==> src/rtl/mkt_pkg.sv <==
// Shared types and constants for the market-data parsing path.
package mkt_pkg;

  localparam logic [7:0]  ADD_TYPE_DEFAULT = 8'h41;
  localparam int unsigned ADD_MIN_LEN      = 5;

  localparam int unsigned HDR_TYPE_MSB = 15;
  localparam int unsigned HDR_TYPE_LSB = 8;
  localparam int unsigned HDR_LEN_MSB  = 7;
  localparam int unsigned HDR_LEN_LSB  = 0;

  localparam int unsigned LEN_W = 8;
  localparam int unsigned IDX_W = 3;

  typedef struct packed {
    logic [31:0] id;
    logic [31:0] price;
    logic [14:0] qty;
    logic        side;
  } add_order_t;

  typedef enum logic [1:0] {
    HDR,
    FIELD,
    SKIP
  } parse_state_t;

endpackage

==> src/rtl/avst_out_reg.sv <==
// One-entry registered record slot with valid/ready handshake; a load wins over a consume.
module avst_out_reg
  import mkt_pkg::*;
(
  input  logic       clk,
  input  logic       rst_n,
  input  logic       load,
  input  add_order_t rec_next,
  input  logic       ready,
  output logic       valid,
  output add_order_t rec
);

  always_ff @(posedge clk or negedge rst_n) begin
    if (!rst_n) begin
      valid <= 1'b0;
      rec   <= '0;
    end else if (load) begin
      valid <= 1'b1;
      rec   <= rec_next;
    end else if (valid && ready) begin
      valid <= 1'b0;
    end
  end

endmodule

==> src/rtl/itch_add_order_parser.sv <==
// Frames a 16-bit length-prefixed message stream and extracts add-order records.
module itch_add_order_parser
  import mkt_pkg::*;
#(
  parameter logic [7:0]  ADD_TYPE = ADD_TYPE_DEFAULT,
  parameter int unsigned MIN_LEN  = ADD_MIN_LEN,
  parameter int unsigned CNT_W    = 32
) (
  input  logic             clk_hifreq,
  input  logic             rst,
  input  logic [15:0]      data_in,
  input  logic             valid_in,
  output logic             ready_out,
  output logic             ord_valid,
  input  logic             ord_ready,
  output logic [31:0]      ord_id,
  output logic [31:0]      ord_price,
  output logic [14:0]      ord_qty,
  output logic             ord_side,
  output logic [CNT_W-1:0] msg_count,
  output logic [CNT_W-1:0] drop_count
);

  parse_state_t     state;
  logic [LEN_W-1:0] remaining;
  logic [IDX_W-1:0] idx;
  logic [31:0]      id_sh;
  logic [31:0]      price_sh;
  logic             xfer;
  logic             load;
  logic             is_add;
  logic [7:0]       hdr_type;
  logic [LEN_W-1:0] hdr_len;
  add_order_t       rec_next;
  add_order_t       rec;

  // Stall only while a finished record is waiting on downstream.
  assign ready_out = !(ord_valid && !ord_ready);
  assign xfer      = valid_in && ready_out;
  assign hdr_type  = data_in[HDR_TYPE_MSB:HDR_TYPE_LSB];
  assign hdr_len   = data_in[HDR_LEN_MSB:HDR_LEN_LSB];
  assign is_add    = (hdr_type == ADD_TYPE);
  assign load      = xfer && (state == FIELD) && (idx == IDX_W'(5));
  assign rec_next  = '{id: id_sh, price: price_sh, qty: data_in[14:0], side: data_in[15]};

  always_ff @(posedge clk_hifreq or negedge rst) begin
    if (!rst) begin
      state      <= HDR;
      remaining  <= '0;
      idx        <= '0;
      id_sh      <= '0;
      price_sh   <= '0;
      msg_count  <= '0;
      drop_count <= '0;
    end else if (xfer) begin
      case (state)
        HDR: begin
          remaining <= hdr_len;
          if (hdr_len == '0) begin
            if (is_add) drop_count <= drop_count + CNT_W'(1);
            state <= HDR;
          end else if (is_add && (32'(hdr_len) < MIN_LEN)) begin
            drop_count <= drop_count + CNT_W'(1);
            state      <= SKIP;
          end else if (is_add) begin
            idx   <= IDX_W'(1);
            state <= FIELD;
          end else begin
            state <= SKIP;
          end
        end
        FIELD: begin
          remaining <= remaining - LEN_W'(1);
          case (idx)
            IDX_W'(1): id_sh[31:16]    <= data_in;
            IDX_W'(2): id_sh[15:0]     <= data_in;
            IDX_W'(3): price_sh[31:16] <= data_in;
            IDX_W'(4): price_sh[15:0]  <= data_in;
            default: ;
          endcase
          if (idx == IDX_W'(5)) begin
            idx       <= '0;
            msg_count <= msg_count + CNT_W'(1);
            state     <= (remaining == LEN_W'(1)) ? HDR : SKIP;
          end else begin
            idx <= idx + IDX_W'(1);
          end
        end
        SKIP: begin
          remaining <= remaining - LEN_W'(1);
          if (remaining == LEN_W'(1)) state <= HDR;
        end
        default: state <= HDR;
      endcase
    end
  end

  avst_out_reg u_out (
    .clk      (clk_hifreq),
    .rst_n    (rst),
    .load     (load),
    .rec_next (rec_next),
    .ready    (ord_ready),
    .valid    (ord_valid),
    .rec      (rec)
  );

  assign ord_id    = rec.id;
  assign ord_price = rec.price;
  assign ord_qty   = rec.qty;
  assign ord_side  = rec.side;

endmodule

==> config.mk <==
export PLATFORM = sky130hd
export DESIGN_NAME = itch_add_order_parser
export DESIGN_NICKNAME = d
export VERILOG_FILES = /design/src/rtl/mkt_pkg.sv /design/src/rtl/avst_out_reg.sv /design/src/rtl/itch_add_order_parser.sv
export SDC_FILE = /design/constraint.sdc
export NUM_CORES = 1
export LEC_CHECK = 0
export ABC_AREA = 1
export BUFFER_PORTS_ARGS = -buffer_cell sky130_fd_sc_hd__buf_4
export CAP_MARGIN = 20
export CORE_MARGIN = 10
export CORE_UTILIZATION = 59
export CTS_BUF_LIST = sky130_fd_sc_hd__clkbuf_2 sky130_fd_sc_hd__clkbuf_4 sky130_fd_sc_hd__clkbuf_8
export CTS_CLUSTER_DIAMETER = 120
export DETAILED_ROUTE_END_ITERATION = 12
export PLACE_DENSITY = 0.89
export SLEW_MARGIN = 10
export SYNTH_ARGS = -nofsm -noshare
export SYNTH_HDL_FRONTEND = slang
export SYNTH_SLANG_ARGS = --single-unit
export TNS_END_PERCENT = 5
==> constraint.sdc <==
create_clock -name clk_hifreq -period 2.1 [get_ports clk_hifreq]
set_input_delay 0.105 -clock clk_hifreq [delete_from_list [all_inputs] [get_ports clk_hifreq]]
set_output_delay 0.105 -clock clk_hifreq [all_outputs]
set_load 0.005 [all_outputs]
* Word level (Yosys, flattened, before mapping) *
Cells that the tools add are included.
W data, S select, Z words.

operators by class
  multiplexer cells = 18
  eq/ne operators = 15
  reductions and logical operators = 24
  $add $sub $neg = 4
  magnitude comparators = 1

operators with widths
  cell                     number
  $mux W32                 3
  $add A32 B1 Y32 const B  2
  $reduce_and A3 Y1        6
  $pmux W8 S2              1
  $mux W2                  6
  $mux W3                  4
  $ne A2 B2 Y1 const B     5
  $eq A8 B1 Y1 const B     1
  $eq A8 B7 Y1 const B     1
  $logic_not A8 Y1         1
  $lt A8 B3 Y1 const B     1
  $reduce_bool A2 Y1       4
  $sub A8 B1 Y8 const B    1
  $eq A3 B2 Y1 const B     2
  $eq A3 B3 Y1 const B     2
  $logic_and A1 B1 Y1      6
  $pmux W2 S3              1
  $pmux W3 S2              1
  $reduce_and A5 Y1        1
  $reduce_and A4 Y1        1
  $add A3 B1 Y3 const B    1
  $eq A3 B1 Y1 const B     1
  $eq A2 B1 Y1 const B     1
  $eq A2 B2 Y1 const B     1
  other kinds (6)          8

storage, ports and cells
  input bits = 20
  output and inout bits = 146
  register bits after elaboration = 222

* Logic depth before layout (Yosys ltp) *
  depth in word-level cells = 7
  gate-level depth with buffers = 10

* Cells and area by module *
Synthesis repeated with hierarchy kept, for this count alone.

second synthesis, totals
  cells, all modules = 1320
  area, all modules = 10463.8 µm²

modules (own cells, without submodules)
  module                 area an instance (µm²)  instances  cells an instance  sequential area each (µm²)
  itch_add_order_parser  7375.8                  1          978                3528.4
  avst_out_reg           3088.0                  1          342                2026.9

* Worst setup path before layout *
Ideal clock, no wire load.

  kind = register to register
  from = register state[1]
  to = register msg_count[25]
  stages on the path, launching flop included = 10
  path slack = 0.443 ns
  arrival = 1.540 ns
  buffers on the path = 2
  setup time = 0.117 ns
  data required time = 1.983 ns
  path through = dfrtp_1 > inv_1 > ha_1 > nand3_4 > nor2_4 > inv_2 > buf_6 > buf_2 > nand2_1 > nand2_1

on the way
  word-level cells in the longest chain between the ends = 2

RTL lines
  element                             line                         RTL
  from (decl)                         itch_add_order_parser.sv:24  parse_state_t state;
  from (signal assigned)              itch_add_order_parser.sv:84  state <= (remaining == LEN_W'(1)) ? HDR : SKIP;
  $eq A2 B1 Y1                        itch_add_order_parser.sv:56  case (state)
  $reduce_and A3 Y1 (no source line)  --
  to (signal assigned)                itch_add_order_parser.sv:83  msg_count <= msg_count + CNT_W'(1);
  to (decl)                           itch_add_order_parser.sv:20  output logic [CNT_W-1:0] msg_count,

Every way passes these cells.
A chain may end at the register's enable or synchronous reset.

* Worst setup path after layout *
  from = register state[1]
  to = register price_sh[22]

on the way
  word-level cells in the longest chain between the ends = 2

RTL lines
  element                             line                         RTL
  $eq A2 B1 Y1                        itch_add_order_parser.sv:56
  $reduce_and A3 Y1 (no source line)  --
  to (signal assigned)                itch_add_order_parser.sv:77  IDX_W'(3): price_sh[31:16] <= data_in;
  to (decl)                           itch_add_order_parser.sv:28  logic [31:0] price_sh;

Every way passes these cells.

==> flow_metrics.py <==
metrics = {
    "sta": {
        "worst_pin_slew_ns": 0.476,
        "fmax_mhz": 504,
        "period_needed_ns": 1.99,
        "hold_viol": 0,
        "maxSlewViolCount": 0,
        "fin_worst_skew_ns": 0.0267,
        "fin_crit_sh": 0.946,
        "setup_violations": 0,
        "timing.hold.ws_ns": 0.0821,
        "tns_ns": 0,
        "rsz0062_at_grt": "false",
        "maxSlewHeadroom": 0.682,
    },
    "outcome": {
        "outcome": "complete, no violations",
    },
    "worst_setup_path": {
        "reg2reg_to": "price_sh[22]",
        "end_kind": "flop",
        "regToRegSetupSlack_ns": 0.11,
        "path_class": "flop to flop",
        "crit_required_ns": 2.50,
        "crit_arrival_ns": 2.38,
        "startpoint_type": "flop",
        "path_cells": "inv_1 -> ha_1 -> nand3_4 -> nor2_2 -> buf_4 -> nand2_1 -> o21a_1",
        "critical_path.top_delay_family": "simple AND/OR/NAND/NOR gates",
        "max_stage_delay_ns": 0.41,
        "path_buf_inv": 2,
        "critPathMaxFanout": 11,
        "r2r_cells": 7,
        "crit_slowest_cell": "nor2_2",
        "timing.rr.start": "state[1]",
    },
    "power": {
        "seq_power_share": 0.492,
        "swShare": 0.254,
        "leakagePower_nw": 6.58,
        "p_sw_mw": 2.31,
        "clkPwrFrac": 0.420,
        "intPower_mw": 6.80,
        "peakVddDrop_mv": 0.547,
        "power_density_nw_per_um2": 708,
        "pwr-share-comb": 0.087,
        "total_power_mw": 9.11,
    },
    "logic_synthesis": {
        "synth_flop_cell": "dfrtp_1",
        "synth_compound_area_frac": 0.0733,
        "synthTopCellsByCount": "nand2_1, dfrtp_1, nor2_1, o21ai_0, inv_1",
        "synth-simple-area-share": 0.291,
        "yosys_warnings": 0,
        "synth.ff_latch_count": 222,
        "synthAdderAreaFrac": 0.0108,
        "ys_types": 34,
        "synth_edf_count": 0,
        "synthMuxAreaShare": 0.00434,
        "synth.most_common_cell": "nand2_1",
        "yosysTopAreaCell": "dfrtp_1",
        "yosys-top-cells-area": "dfrtp_1, nand2_1, nor2_1",
        "synthCells": 1291,
        "netlist_area_um2": 10400,
        "ys_seq_area_frac": 0.535,
        "synth_top_area_frac": 0.535,
        "syn_nets": 1320,
        "synth_top_family_by_area": "simple AND/OR/NAND/NOR gates",
        "yosys.area_share.xor_xnor": 0.0304,
        "syn_area_per_cell_um2": 8.04,
        "async_flop_share": 1.00,
    },
    "route": {
        "route.detailed.drc": 0,
        "wl_met3_um": 1990,
        "top_layer": "met4",
        "route.met2.wl_um": 14200,
        "detail-route-antenna-nets": 0,
        "post_drt_wl_per_cell_um": 16.7,
        "vias": 9430,
        "viasPerCell": 5.40,
        "wl_met1_um": 12000,
        "wirelength_um": 29100,
        "first_iter_violations": 909,
        "dr.pass1.iters": 6,
    },
    "die": {
        "start_util": 0.600,
        "dieHeight_um": 153,
        "placementRows": 48,
        "core_area_um2": 17300,
        "ios": 166,
        "die_w_um": 153,
        "die_area_um2": 23300,
    },
    "global_route": {
        "grt_pass1_vias": 9264,
        "grt_pass1_wl_um": 47400,
        "grt_max_degree": 55,
        "gr-total-overflow": 0,
        "antenna_found_initial": 0,
        "grt_use_total": 0.243,
    },
    "cts": {
        "root_buffer": "clkbuf_8",
        "cts_sinks": 222,
        "clk_pin_slew_ns": 0.06,
        "postCtsHoldBufs": 18,
        "ctsResizeCount": 0,
        "clockBufferDepth": 3,
        "clock_latency_ns": 0.54,
        "cts_tree": "done",
        "cts_htree_levels": 2,
        "post_cts_buffers": 0,
        "numCtsBuffers": 37,
    },
    "final_layout": {
        "fin_cells": 1747,
        "syn_to_final_growth_pct": 23.9,
        "fin_util": 0.744,
        "fillCellCount": 1243,
        "finalNetCount": 1525,
        "n_antenna_cell": 0,
        "drive_gt1_frac": 0.183,
    },
    "flow_run": {
        "cap_violations": 0,
    },
    "min_path": {
        "hold_path.class": "primary input to async pin",
    },
    "placement": {
        "dp.cells": 1664,
        "post-dp-hpwl_um": 20700,
        "port_buffers": 165,
        "gp_congestion": 0.929,
    },
}
==> per-stage QoR <==
stage                     setup WS, ns  cell area [um^2]
after floorplan                  0.443             10400
after global placement           0.292             11900
after detailed placement         0.188             11900
after CTS                        0.140             12900
after global routing            0.0162             12900
final                            0.114             12900
==> metal layers <==
metal  track usage  up-vias
met4        0.0926        0
met2         0.401      376
met5             0        -
li1              -     4453
met3        0.0528       75
met1         0.307     4526
==> final cells by class <==
class / instances / area, um^2 / area share
clock inverter: 7 / 46.3 / 0.00360
tap: 225 / 282 / 0.0219
multi-input combinational: 935 / 4260 / 0.331
sequential: 222 / 5560 / 0.432
clock buffer: 58 / 698 / 0.0543
inverter: 94 / 355 / 0.0276
timing repair buffer: 206 / 1670 / 0.130
==> state kept, by name, summed over array words and instances (netlist names) <==
signal / cells
id_sh: 32
u_out.rec: 80
idx: 3
msg_count: 32
state: 2
drop_count: 32
remaining: 8
price_sh: 32
u_out.valid: 1
==> worst max path at each step <==
stage                   from  depth (start not counted)       endpoint  slack, ns
floorplan           state[1]                          9  msg_count[25]       0.44
global placement    state[1]                          7   price_sh[27]       0.29
detailed placement  state[1]                          7   price_sh[27]       0.19
CTS                 state[1]                          7   price_sh[22]       0.14
global route        state[1]                          7   price_sh[22]       0.02
finish              state[1]                          7   price_sh[22]       0.11
==> power groups by stage <==
stage               clock network (mW)  logic, mW  registers (mW)
global placement                     0      0.716            4.55
CTS                               3.86      0.793            4.49
floorplan                            0      0.468            4.54
finish                            3.83      0.797            4.49
detailed placement                   0      0.749            4.56
global route                      4.07      0.892            4.51
==> placed cells by master, fill, tap and decap left out, types with 18 or more instances in the layout <==
cell,count
o21ai_0,99
dfrtp_1,222
nand3b_1,26
xor2_1,20
clkbuf_8,42
dlygate4sd3_1,18
nor2_1,131
buf_4,181
inv_1,89
nand3_1,25
a21oi_1,19
nand2_1,533
==> logic make-up after synthesis <==
| kind of cell | count (synthesis) |
|---|---|
| AOI/OAI and AO/OA | 145 |
| xor gates and xnor gates | 36 |
| adders and majority gates | 9 |
| buffers and inverters | 134 |
| DFF | 222 |
| muxes | 4 |
| and+or+nand+nor | 741 |
No activity file was read; power rests on OpenSTA's default activity.
